<file path="config.mk">
export PLATFORM = sky130hd
export DESIGN_NAME = accel_ctrl_multi
export DESIGN_NICKNAME = d
export VERILOG_FILES = /design/src/rtl/accel_ctrl_multi.sv
export SDC_FILE = /design/constraint.sdc
export NUM_CORES = 1
export LEC_CHECK = 0
export CORE_MARGIN = 8
export CORE_UTILIZATION = 40
export CTS_CLUSTER_SIZE = 28
export DETAILED_ROUTE_END_ITERATION = 8
export SETUP_SLACK_MARGIN = 0.2
export SLEW_MARGIN = 20
export SYNTH_ARGS = -nofsm -noshare
export SYNTH_HDL_FRONTEND = slang
export SYNTH_SLANG_ARGS = --single-unit
</file>
<file path="constraint.sdc">
create_clock -name clk -period 4 [get_ports clk]
set_input_delay 0.6 -clock clk [delete_from_list [all_inputs] [get_ports clk]]
set_output_delay 0.6 -clock clk [all_outputs]
set_load 0.01 [all_outputs]
</file>
<file path="src/rtl/accel_ctrl_multi.sv">
// Accelerator front-end controller: buffers a cipher text from the processor,
// streams it as wide beats to level control over valid/ready, then fires
// startLC. Also serves processor reads of the buffer and perf-count/key words.
module accel_ctrl_multi #(
  parameter int DW       = 16,
  parameter int CT_WORDS = 16,
  parameter int LC_W     = 64,
  parameter int PK_AW    = 4,
  localparam int WPB     = LC_W / DW,
  localparam int NBEATS  = CT_WORDS / WPB,
  localparam int CA      = $clog2(CT_WORDS),
  localparam int AW      = ((CA > PK_AW) ? CA : PK_AW) + 1,
  localparam int LV      = (NBEATS > 1) ? $clog2(NBEATS) : 1
) (
  input  logic              clk,
  input  logic              rst,
  input  logic [1:0]        control,
  input  logic [AW-1:0]     address,
  input  logic [DW-1:0]     data,
  input  logic [DW-1:0]     pckeydata,
  output logic [PK_AW-1:0]  pckeyaddr,
  output logic [DW-1:0]     dataToProc,
  output logic [LC_W-1:0]   dataToLC,
  output logic [LV-1:0]     levels,
  output logic              lc_valid,
  input  logic              lc_ready,
  output logic              startLC,
  output logic              stop,
  output logic              busy,
  output logic              err
);

  typedef enum logic [1:0] {IDLE, LOAD, ISSUE, RUN} state_t;

  state_t            state, state_next;
  logic [CA-1:0]     wc;
  logic [LV-1:0]     bc;
  logic [DW-1:0]     mem [CT_WORDS];
  logic [LC_W-1:0]   cur_beat;
  logic              cmd_nop, cmd_start, cmd_read, cmd_stop;
  logic              cipher_wr, wr_ok, wr_bad, last_word, last_beat, hs;

  assign cmd_nop   = (control == 2'b00);
  assign cmd_start = (control == 2'b01);
  assign cmd_read  = (control == 2'b10);
  assign cmd_stop  = (control == 2'b11);

  assign cipher_wr = (state == LOAD) && cmd_nop && !address[AW-1];
  assign wr_ok     = cipher_wr && (address[CA-1:0] == wc);
  assign wr_bad    = cipher_wr && (address[CA-1:0] != wc);
  assign last_word = (wc == CA'(CT_WORDS - 1));
  assign last_beat = (bc == LV'(NBEATS - 1));
  assign hs        = (state == ISSUE) && lc_ready;

  assign pckeyaddr = address[PK_AW-1:0];

  // Gather the beat selected by bc; word 0 of a beat sits in the low bits
  always_comb begin
    cur_beat = '0;
    for (int unsigned w = 0; w < WPB; w++)
      cur_beat[w*DW +: DW] = mem[CA'(32'(bc) * WPB + w)];
  end

  // State register
  always_ff @(posedge clk) begin
    if (!rst) state <= IDLE;
    else      state <= state_next;
  end

  // Next-state logic; stop from LOAD/ISSUE is an abort
  always_comb begin
    state_next = state;
    unique case (state)
      IDLE:  if (cmd_start) state_next = LOAD;
      LOAD:  if (cmd_stop) state_next = IDLE;
             else if (wr_ok && last_word) state_next = ISSUE;
      ISSUE: if (cmd_stop) state_next = IDLE;
             else if (hs && last_beat) state_next = RUN;
      RUN:   if (cmd_stop) state_next = IDLE;
      default: state_next = IDLE;
    endcase
  end

  // Moore outputs; beat bus is forced to zero whenever no beat is offered
  always_comb begin
    lc_valid = (state == ISSUE);
    busy     = (state != IDLE);
    levels   = bc;
    dataToLC = lc_valid ? cur_beat : '0;
  end

  // Cipher buffer, deliberately not cleared by reset
  always_ff @(posedge clk) begin
    if (rst && wr_ok) mem[address[CA-1:0]] <= data;
  end

  // Word and beat counters; both clear whenever their phase is left
  always_ff @(posedge clk) begin
    if (!rst) begin
      wc <= '0;
      bc <= '0;
    end else begin
      if (state_next != LOAD) wc <= '0;
      else if (wr_ok)         wc <= wc + CA'(1);
      if (state_next != ISSUE) bc <= '0;
      else if (hs)             bc <= bc + LV'(1);
    end
  end

  // Single-cycle pulses; startLC is suppressed if a stop coincides with the final handshake
  always_ff @(posedge clk) begin
    if (!rst) begin
      startLC <= 1'b0;
      stop    <= 1'b0;
    end else begin
      startLC <= hs && last_beat && !cmd_stop;
      stop    <= cmd_stop;
    end
  end

  // Sticky sequencing error: start in IDLE clears it, misplaced start or write sets it
  always_ff @(posedge clk) begin
    if (!rst)                          err <= 1'b0;
    else if (cmd_start)                err <= (state != IDLE);
    else if (wr_bad)                   err <= 1'b1;
  end

  // Processor read port, one cycle latency, held when not reading
  always_ff @(posedge clk) begin
    if (!rst)          dataToProc <= '0;
    else if (cmd_read) dataToProc <= address[AW-1] ? pckeydata : mem[address[CA-1:0]];
  end

endmodule
</file>
# Yosys cells after proc, flatten, opt, wreduce, memory -nomap -nowiden
# Memories as Yosys holds them, arrays and structs flattened. A register that Yosys moved wholly into a read port is not among the register bits.
# Index checks and enable logic that the tools add are counted.
# totals
mem_count	1
out_inout_bits	91
in_bits	42
latch_bits	0
regBits	27
elab_cells	58
ramBits	256
romBits	0
# op_classes
muxes	15
n_eq_ne	12
n_mul	0
magnitude_cmp	0
n_div	0
add_sub_neg	5
bitwise	1
n_reduce_logical	17
n_shift	0
# mem_list
name	depth	word_bits	rd	rd_clocked_by_memory_dff	wr	line	rtl
mem	16	16	5	1	1	38	logic [DW-1:0] mem [CT_WORDS];
# op_table
operator	n
2-to-1 mux 64 bit	1
2-to-1 mux 16 bit	1
2-to-1 mux 2 bit	6
equality test 2 bit, second input constant	5
logical AND 1 bit	9
adder 4 x 1 -> 4 bit, second input constant	2
adder 4 x 2 -> 4 bit, second input constant	2
2-to-1 mux 4 bit	2
case mux 2 bit (4 select lines)	1
equality test 2 x 1 -> 1 bit, second input constant	2
equality test 4 bit	1
equality test 4 bit, second input constant	1
logical NOT 2 bit	2
2-to-1 mux 1 bit	4
!= test 4 bit	1
nonzero test 2 bit	2
OR reduction 2 bit	2
adder 2 x 1 -> 2 bit, second input constant	1
logical NOT 1 bit	2
!= test 2 x 1 -> 1 bit, second input constant	1
!= test 2 bit, second input constant	1
NOT 1 bit	1

# Longest topological paths before layout
# Gate-level depths: netlist of run 1.
# logic_depth
ltp_word	11
ltp_mapped	8
depth_no_buf	5

# Worst setup path after synthesis of run 1
# Ideal clock, no wire load.
# synth_timing
path_type	input -> register
start	input address[4]
end	memory mem[9][0], enable pin
t_arrival_ns	3.103
path_slack_ns	0.466
setup_time_ns	0.430
cell_stages	4
path_buffers	1
t_required_ns	3.570
path_cell_list	clkbuf_1 nor4_1 nand2_1 nor4_1
# synth_via
elab_chain_cells	6
# synth_rtl
item	line	rtl
start: declaration	18	input logic [AW-1:0] address,
logical NOT 1 bit	48	assign cipher_wr = (state == LOAD) && cmd_nop && !address[AW-1];
logical AND 1 bit	48	
logical AND 1 bit	49	assign wr_ok = cipher_wr && (address[CA-1:0] == wc);
logical AND 1 bit	94	if (rst && wr_ok) mem[address[CA-1:0]] <= data;
2-to-1 mux 1 bit	94	
2-to-1 mux 1 bit (not written as such)	94	
end: declaration	38	
# No other way between the ends.

# Worst setup path in the final report of run 1
# layout_timing
start	register state[0]
end	output dataToLC[38]
# layout_via
elab_chain_cells	2
# layout_rtl
item	line	rtl
start: declaration	35	state_t state, state_next;
start signal: assignment	67	else state <= state_next;
equality test 2 bit	86	lc_valid = (state == ISSUE);
2-to-1 mux 64 bit	89	dataToLC = lc_valid ? cur_beat : '0;
end: declaration	23	output logic [LC_W-1:0] dataToLC,
# No other way between the ends.

==> results of run 1 <==
## flip-flops by register name, summed over array words and instances, names as in the netlist, named ones only
signal / count
mem: 256
err: 1
state: 2
dataToProc: 16
levels: 2
startLC: 1
stop: 1
wc: 4
## power by group
| group | internal (mW) | switching (mW) |
|---|---|---|
| combinational | 0.150 | 0.210 |
| sequential | 3.25 | 0.0126 |
| clock | 1.67 | 1.17 |
| total | 5.07 | 1.40 |
## worst max-delay path: stages, from the launching register on
cell and delay, ns:
sky130_fd_sc_hd__dfxtp_1 0.44, sky130_fd_sc_hd__nand2b_1 0.24, sky130_fd_sc_hd__clkinvlp_4 0.41, sky130_fd_sc_hd__buf_4 0.39, sky130_fd_sc_hd__and2_1 0.22, sky130_fd_sc_hd__clkdlybuf4s50_1 0.49
## metrics by stage
stage / hold WS [ns] / instances / power (mW)
floorplan: 0.491 / 826 / 3.51
global placement: 0.522 / 1385 / 3.69
detailed placement: 0.534 / 1385 / 3.69
CTS: 0.543 / 1441 / 6.52
global route: 0.567 / 1441 / 6.64
finish: 0.550 / 1441 / 6.47
## metal layers
metal	vias to the layer above	global-route usage	wire length, µm
met1	4338	0.278	16900
met3	58	0.0359	2880
met4	0	0.0467	831
met5	-	0	0
met2	358	0.312	18300
li1	3655	-	-
## how the worst max path moves through the flow
stage / start / endpoint / slack (ns) / cells past startpoint
6_report: state[0]$_SDFF_PN0_ / dataToLC[38] / 0.61 / 5
2_1_floorplan: address[4] / mem[9][0]$_DFFE_PP_ / 0.47 / 4
5_1_grt: state[0]$_SDFF_PN0_ / dataToLC[38] / 0.42 / 5
3_5_place_dp: control[0] / mem[13][0]$_DFFE_PP_ / 0.62 / 5
3_3_place_gp: control[0] / mem[13][5]$_DFFE_PP_ / 0.67 / 5
4_1_cts: state[0]$_SDFF_PN0_ / dataToLC[38] / 0.30 / 5
## cell families (layout without fill, tap and decap cells)
group	after synthesis	count (layout)	synth area share
AND/OR/NAND/NOR	187	187	0.0819
adder cells (fa/ha/maj)	2	2	0.00188
buffers and inverters	72	239	0.0247
AO/OA/AOI/OAI	113	113	0.0632
flip-flops	285	285	0.621
XOR/XNOR	5	5	0.00329
multiplexers	162	162	0.204
## placed cells by master (no fill, tap or decap), types with 20 or more instances in the layout
cell and n:
sky130_fd_sc_hd__dfxtp_1 27, sky130_fd_sc_hd__edfxtp_1 256, sky130_fd_sc_hd__mux4_2 85, sky130_fd_sc_hd__clkdlybuf4s50_1 128, sky130_fd_sc_hd__buf_4 43, sky130_fd_sc_hd__nor2_1 26, sky130_fd_sc_hd__o21ai_0 20, sky130_fd_sc_hd__and2_1 68
sky130_fd_sc_hd__clkbuf_16 31, sky130_fd_sc_hd__a221oi_1 21, sky130_fd_sc_hd__mux2_2 24, sky130_fd_sc_hd__mux2i_1 53
## final cells by class
cell class | instances | area [µm²]
clock buffers | 33 | 783
clock inverters | 23 | 239
fillers | 2856 | 16800
inverters | 6 | 26.3
multi-input cells | 469 | 4790
flip-flops and latches | 285 | 8270
well taps | 448 | 561
repair buffers | 177 | 1690
## timing repair
| action | 4_1_cts | 5_1_grt |
|---|---|---|
| endpoints found under the setup margin | 0 | 1 |
| resized for setup | 0 | 1 |
| hold buffers | 0 | 0 |
| endpoints found under the hold margin | 0 | 0 |
==> results.md, run 1 <==
Timing:
- The final worst-path setup slack is 0.615 ns.
- Of the available clock period, the critical path in the final layout requires 0.846.
- The slew at the pin closest to its max-slew limit is 1.10 ns.
- The fmax is 295 MHz.
- The setup violation total in the final timing report is 0.
- The accumulated negative setup slack is 0 ns.
- For the final database, setup skew stands at 0.0107 ns.
- Headroom to the max-slew limit came out at 0.267.
- The number of failing hold endpoints at the final stage came to 0.
- The final critical delay including setup and external delays is 3.39 ns.
- The final-report max-slew violation count is 0.
- Setup repair after global routing left no endpoint under its margin.

Logic synthesis:
- The proportion of netlist area held by the largest area contributor is 0.577.
- The count of mapped cells out of synthesis is 826.
- The average instance in the mapped netlist occupies 16.1 µm².
- The most area-hungry cell type in the Yosys netlist is sky130_fd_sc_hd__edfxtp_1.
- After synthesis, the cell types taking the most area are sky130_fd_sc_hd__edfxtp_1 58%, sky130_fd_sc_hd__mux4_2 14%, sky130_fd_sc_hd__dfxtp_1 4.4%.
- Yosys printed 0 warnings.
- The synthesized design contains 285 register bits.
- The proportion of synthesized chip area in sequential cells is 0.621.
- The number of nets produced by synthesis is 870.
- For this run, the leading register cell type out of synthesis is sky130_fd_sc_hd__edfxtp_1.
- In this run the cell area of the synthesized design comes to 13,300 µm².
- The count of different cell masters after synthesis is 50.
- Among all cell types in the netlist, the one instantiated most often is sky130_fd_sc_hd__edfxtp_1.
- Counting instances in the post-synthesis netlist gives the leading cell types as 256 x sky130_fd_sc_hd__edfxtp_1, 85 x sky130_fd_sc_hd__mux4_2, 68 x sky130_fd_sc_hd__and2_1.
- Counting flops with a built-in enable in the synthesized netlist gives 256.
- The async set-reset flop share out of synthesis is 0.

CTS:
- The clock latency of the later-clocked register in the worst-skew pair is 0.56 ns.
- Once the clock tree was built, the setup fixing pass inserted 0 buffers.
- The H-tree depth reported by CTS is 1.
- TritonCTS built the clock tree.
- For this design, the sink count on the clock tree is 285.
- The tree is rooted in a sky130_fd_sc_hd__clkbuf_16.
- Clock-pin slew was measured on the worst setup and hold paths at 0.06 ns.
- No sink is reached through more buffers than the 3 on the longest clock path.
- Counting the buffers created by CTS gives 30.

Detailed routing:
- The count of nets left with antenna violations after detail routing is 0.
- Using the TritonRoute via totals, the vias-per-cell ratio works out to 5.84.
- The per-cell routed wire length is 27.0 µm.
- The first detailed-routing pass took 7 iterations.
- The total vias in the final route is 8,409.
- Summed over all layers, the routed wires come to 39,000 µm.
- The remaining routing DRC violations is 0.
- After the first detailed-routing iteration, the DRC count stood at 713.

Placement:
- The weighted congestion reported at the end of routability-driven placement is 0.812.
- The count of input and output buffers is 132.
- The post-place instance area is 15,300 µm².
- After legalization and detailed placement, the total HPWL measured 26,000 µm.
- Timing analysis after detailed placement gives a worst setup slack of 0.623 ns.

Hold path:
- The endpoint of the worst hold path is wc[0]$_SDFFE_PP0P_.
- The path type of the worst min-delay path is register to register.
- In this run the most critical hold path is launched from wc[0]$_SDFFE_PP0P_.
- The hold-critical path depth is 2.

Worst setup path:
- The endpoint arrival time on the critical path is 2.79 ns.
- The worst setup path is launched from a register.
- The worst reg2reg path endpoint is mem[13][7]$_DFFE_PP_.
- The worst register-to-register path begins at state[1]$_SDFF_PN0_.
- The worst setup path is captured at an output pin.
- At the worst endpoint, the required time is 3.40 ns.
- The cell count of the worst reg-to-reg path is 5.
- The maximum net fanout on the critical path is 35.
- The critical path is of the register to output pin type.
- The worst reg-to-reg setup slack is 1.37 ns.

Global route:
- Across every metal layer, demand over resource in global routing totals 0.196.
- After global routing the overflow that remains totals 0.
- The pin count of the biggest net entering global routing is 60.
- The first global-routing pass estimated 57,500 µm of wire.
- The number of global-route vias before repair is 8,723.
- The initial antenna violation count was 0.

Floorplanning:
- The floorplan has 67 rows.
- The I/O pin count is 133.
- The die covers 39,400 µm².
- The initial core utilization is 0.401.
- The vertical extent of the die is 198 µm.
- The area of the placeable core is 33,200 µm².
- The width of the chip is 198 µm.

Final layout:
- 0 antenna diodes ended up in the layout.
- The end-of-flow core utilization is 0.493.
- The finished cells cover 16,400 µm².
- The synthesis-to-layout area growth is 22.9%.
- In the final layout, the share of cells above drive strength 1 is 0.236.
- The final layout contains 1,013 nets.

Outcome:
- The run finished with clean final reports.

Pwr:
- The ratio of total power to cell area is 395 nW/µm².
- The analysis attributes to cell leakage a power of 5.18 nW.
- The maximum vdd drop is 0.348 mV.

Flow run:
- The total of max-cap violations is 0.
Power figures use the tool's default switching activity.
==> run 2, diff against run 1 <==
==> constraint.sdc (replaced) <==
create_clock -name clk -period 2.86 [get_ports clk]
set_input_delay 0.429 -clock clk [delete_from_list [all_inputs] [get_ports clk]]
set_output_delay 0.429 -clock clk [all_outputs]
set_load 0.01 [all_outputs]
==> run 2 against run 1 <==
Total power rose by 47%. Non-clock buffer count rose by 54. First-iteration DRC count rose by 17%. Critical path depth rose by 3. Hold slack got worse by 0.18 ns. Worst setup slack got worse by 0.46 ns. Sequential power rose by 40%. Wire length rose by 9.9%. Cell count rose by 3.7%. Global-route usage rose by 1.9 points. Combinational power rose by 51%. Via count rose by 5.3%. Critical endpoint is now dataToLC[34]. Largest power group unchanged.
==> results.md, run 2 (synthesized netlist as in run 1, its figures left out) <==
Final layout:
- The top cell types in the final layout, fill and taps aside, are 256 x sky130_fd_sc_hd__edfxtp_1, 85 x sky130_fd_sc_hd__mux4_2, 70 x sky130_fd_sc_hd__buf_4.
- The final net count was 1,067 (+5.3%).
- The register cell area after layout is 8280 µm² (about the same).
- Leaving out fill and tap cells, the most frequent cell in the layout is sky130_fd_sc_hd__edfxtp_1.
- The flip-flop count of the largest register, all copies and words added is 256 (unchanged).
- The proportion of layout cells with a drive suffix above 1 is 0.310 (+0.0741).
- The area used by multi-input combinational logic is 4880 µm² (+1.8%).
- The number of diodes added for antenna fixing is 0 (unchanged).
- The area of all placed cells without fillers is 17,200 µm² (+5.0%).
- The count of fill cells added during filler insertion is 2,809 (-1.6%).
- Relative to the synthesized area, the layout overhead comes to 29.1%.

CTS:
- The register clock-pin slew on the reported worst setup and hold paths is 0.06 ns (about the same).
- The maximum number of buffers from clock root to sink was 3 (unchanged).
- TritonCTS built the clock tree.
- The tree is rooted in a sky130_fd_sc_hd__clkbuf_16.
- The number of buffers inserted during clock tree synthesis is 30 (unchanged).
- The clock latency of the later-clocked register in the worst-skew pair came to 0.55 ns (about the same).
- The H-tree depth reported by CTS was 1 (unchanged).
- The number of hold-repair buffers added at the cts stage is 0 (unchanged).
- The clock net sink count came to 285 (unchanged).

Floorplanning:
- The initial core utilization is 0.401 (unchanged).
- The I/O pin count is 133 (unchanged).
- The number of rows in the core area is 67 (unchanged).
- The vertical extent of the die is 198 µm (unchanged).
- The width of the chip came to 198 µm (unchanged).
- The area of the die is 39,400 µm² (unchanged).
- The area of the placeable core was 33,200 µm² (unchanged).

Detailed routing:
- The per-cell routed wire length is 28.6 µm (+6.0%).
- The number of design-rule violations left by the first detailed-router iteration is 831 (+17%).
- The number of detailed-route iterations in the first pass came to 5 (-2).
- The total vias in the final route was 8,851 (+5.3%).
- The final wirelength is 42,800 µm (+9.9%).
- The count of nets left with antenna violations after detail routing is 0 (unchanged).
- The remaining routing DRC violations is 0 (unchanged).
- The average vias per placed instance is 5.92 (+1.5%).

Worst setup path:
- The maximum net fanout on the critical path came to 5 (-86%).
- The category of the worst setup path capture point is an output pin.
- The startpoint kind of the worst setup timing path is a register.
- The critical path starts at levels[0]$_SDFFE_PP0P_.
- The critical path data required time was 2.43 ns (-0.97 ns).
- The cell count of the worst reg-to-reg path came to 5 (unchanged).
- In this run the critical register-to-register path is captured at mem[5][5]$_DFFE_PP_.
- The critical path is of the register to output pin type.
- The worst reg2reg path startpoint is state[0]$_SDFF_PN0_.
- The endpoint arrival time on the critical path is 2.28 ns (-0.51 ns).
- The worst reg-to-reg setup slack is 0.51 ns (-0.86 ns).

Global route:
- The number of global-route vias before repair was 9,062 (+3.9%).
- The initial antenna violation count is 0 (unchanged).
- The total global routing overflow was 0 (unchanged).
- The global-route total usage across every layer is 0.216 (+0.0193).
- The pin count of the biggest net entering global routing is 80 (+33%).
- The first-pass GRT wire length is 62,400 µm (+8.6%).

Timing:
- Dividing the final minimum period by the clock period gives 0.946.
- The slew at the pin closest to its max-slew limit was 0.755 ns (-0.344 ns).
- The accumulated negative setup slack is 0 ns (unchanged).
- The number of failing hold endpoints at the final stage came to 0 (unchanged).
- The worst relative slew slack is 0.495 (+0.228).
- The final-report max-slew violation count came to 0 (unchanged).
- The setup violation total in the final timing report is 0 (unchanged).
- Setup repair after global routing could not meet its margin everywhere.
- The smallest hold slack is 0.369 ns (-0.181 ns).
- The final critical delay including setup and external delays is 2.71 ns.
- For this run, the top clock speed supported by timing is 370 MHz.
- The worst setup skew after layout is 0.00987 ns (-0.000789 ns).

Outcome:
- The flow ran to the end, and the final reports show no timing, DRC or antenna violations.

Flow run:
- The total of max-cap violations is 0 (unchanged).

Pwr:
- The reported leakage power is 5.99 nW (+16%).
- The ratio of total power to cell area is 553 nW/µm² (+40%).
- The power consumption is 9.50 mW (+47%).
- The maximum vdd drop is 0.493 mV (+42%).

Hold path:
- The hold-critical path depth is 5 (+3).
- The path class of the tightest hold or removal check is input port to register.
- The endpoint of the worst hold path is wc[1]$_SDFFE_PP0P_.
- The startpoint identified for the worst hold timing path is address[4].

Placement:
- The HPWL reported at the end of detailed placement is 27,400 µm (+5.7%).
- The weighted congestion reported at the end of routability-driven placement was 0.830 (+2.2%).
- The count of input and output buffers came to 132 (unchanged).
- The post-place instance area is 15,700 µm² (+2.3%).
-- run 2: through the flow --
stage / util / instances / setup WS, ns
4_1_cts: 0.516 / 1487 / 0.0411
2_1_floorplan: - / 826 / 0.0291
3_3_place_gp: 0.473 / 1411 / 0.0559
5_1_grt: 0.518 / 1494 / 0.103
6_report: 0.518 / 1494 / 0.155
3_5_place_dp: 0.473 / 1411 / 0.0595
-- run 2: critical path, stage by stage (launching register included) --
cell,delay (ns)
sky130_fd_sc_hd__dfxtp_4,0.38
sky130_fd_sc_hd__buf_12,0.11
sky130_fd_sc_hd__buf_8,0.10
sky130_fd_sc_hd__buf_12,0.10
sky130_fd_sc_hd__buf_16,0.13
sky130_fd_sc_hd__buf_12,0.10
sky130_fd_sc_hd__mux4_2,0.52
sky130_fd_sc_hd__and2_4,0.16
sky130_fd_sc_hd__buf_6,0.11
-- run 2: layer usage --
metal,track usage,vias to the layer above,wire length [µm]
li1,-,3777,-
met1,0.294,4534,17900
met2,0.348,458,20200
met3,0.0370,82,3480
met4,0.0711,0,1230
met5,0,-,0
-- run 2: layout make-up --
| type | instances | share of cell area |
|---|---|---|
| inverters | 6 | 0.00131 |
| flip-flops and latches | 285 | 0.482 |
| clock inverters | 23 | 0.0198 |
| multi-input cells | 469 | 0.284 |
| well taps | 448 | 0.0326 |
| clock buffers | 32 | 0.0454 |
| repair buffers | 231 | 0.135 |
-- run 2: how the worst max path moves through the flow --
stage                           endpoint  slack [ns]  cells after the start
finish                      dataToLC[34]        0.15                      8
global route                dataToLC[27]        0.10                      8
CTS                          dataToLC[3]        0.04                      4
detailed placement   mem[5][1]$_DFFE_PP_        0.06                      5
global placement    mem[14][5]$_DFFE_PP_        0.06                      5
floorplan            mem[7][0]$_DFFE_PP_        0.03                      5
-- run 2: power breakdown --
group	internal, mW	leakage, nW	switching, mW
Clock	2.77	0.552	1.62
Combinational	0.229	2.90	0.315
Sequential	4.55	2.54	0.0157
Total	7.55	5.99	1.95
-- run 2: repair_timing --
item / CTS / global route
gates resized for setup: 121 / 52
gates cloned: 7 / 0
setup endpoints to repair: 64 / 48
buffers inserted: 14 / 7
pin swaps: 1 / 1
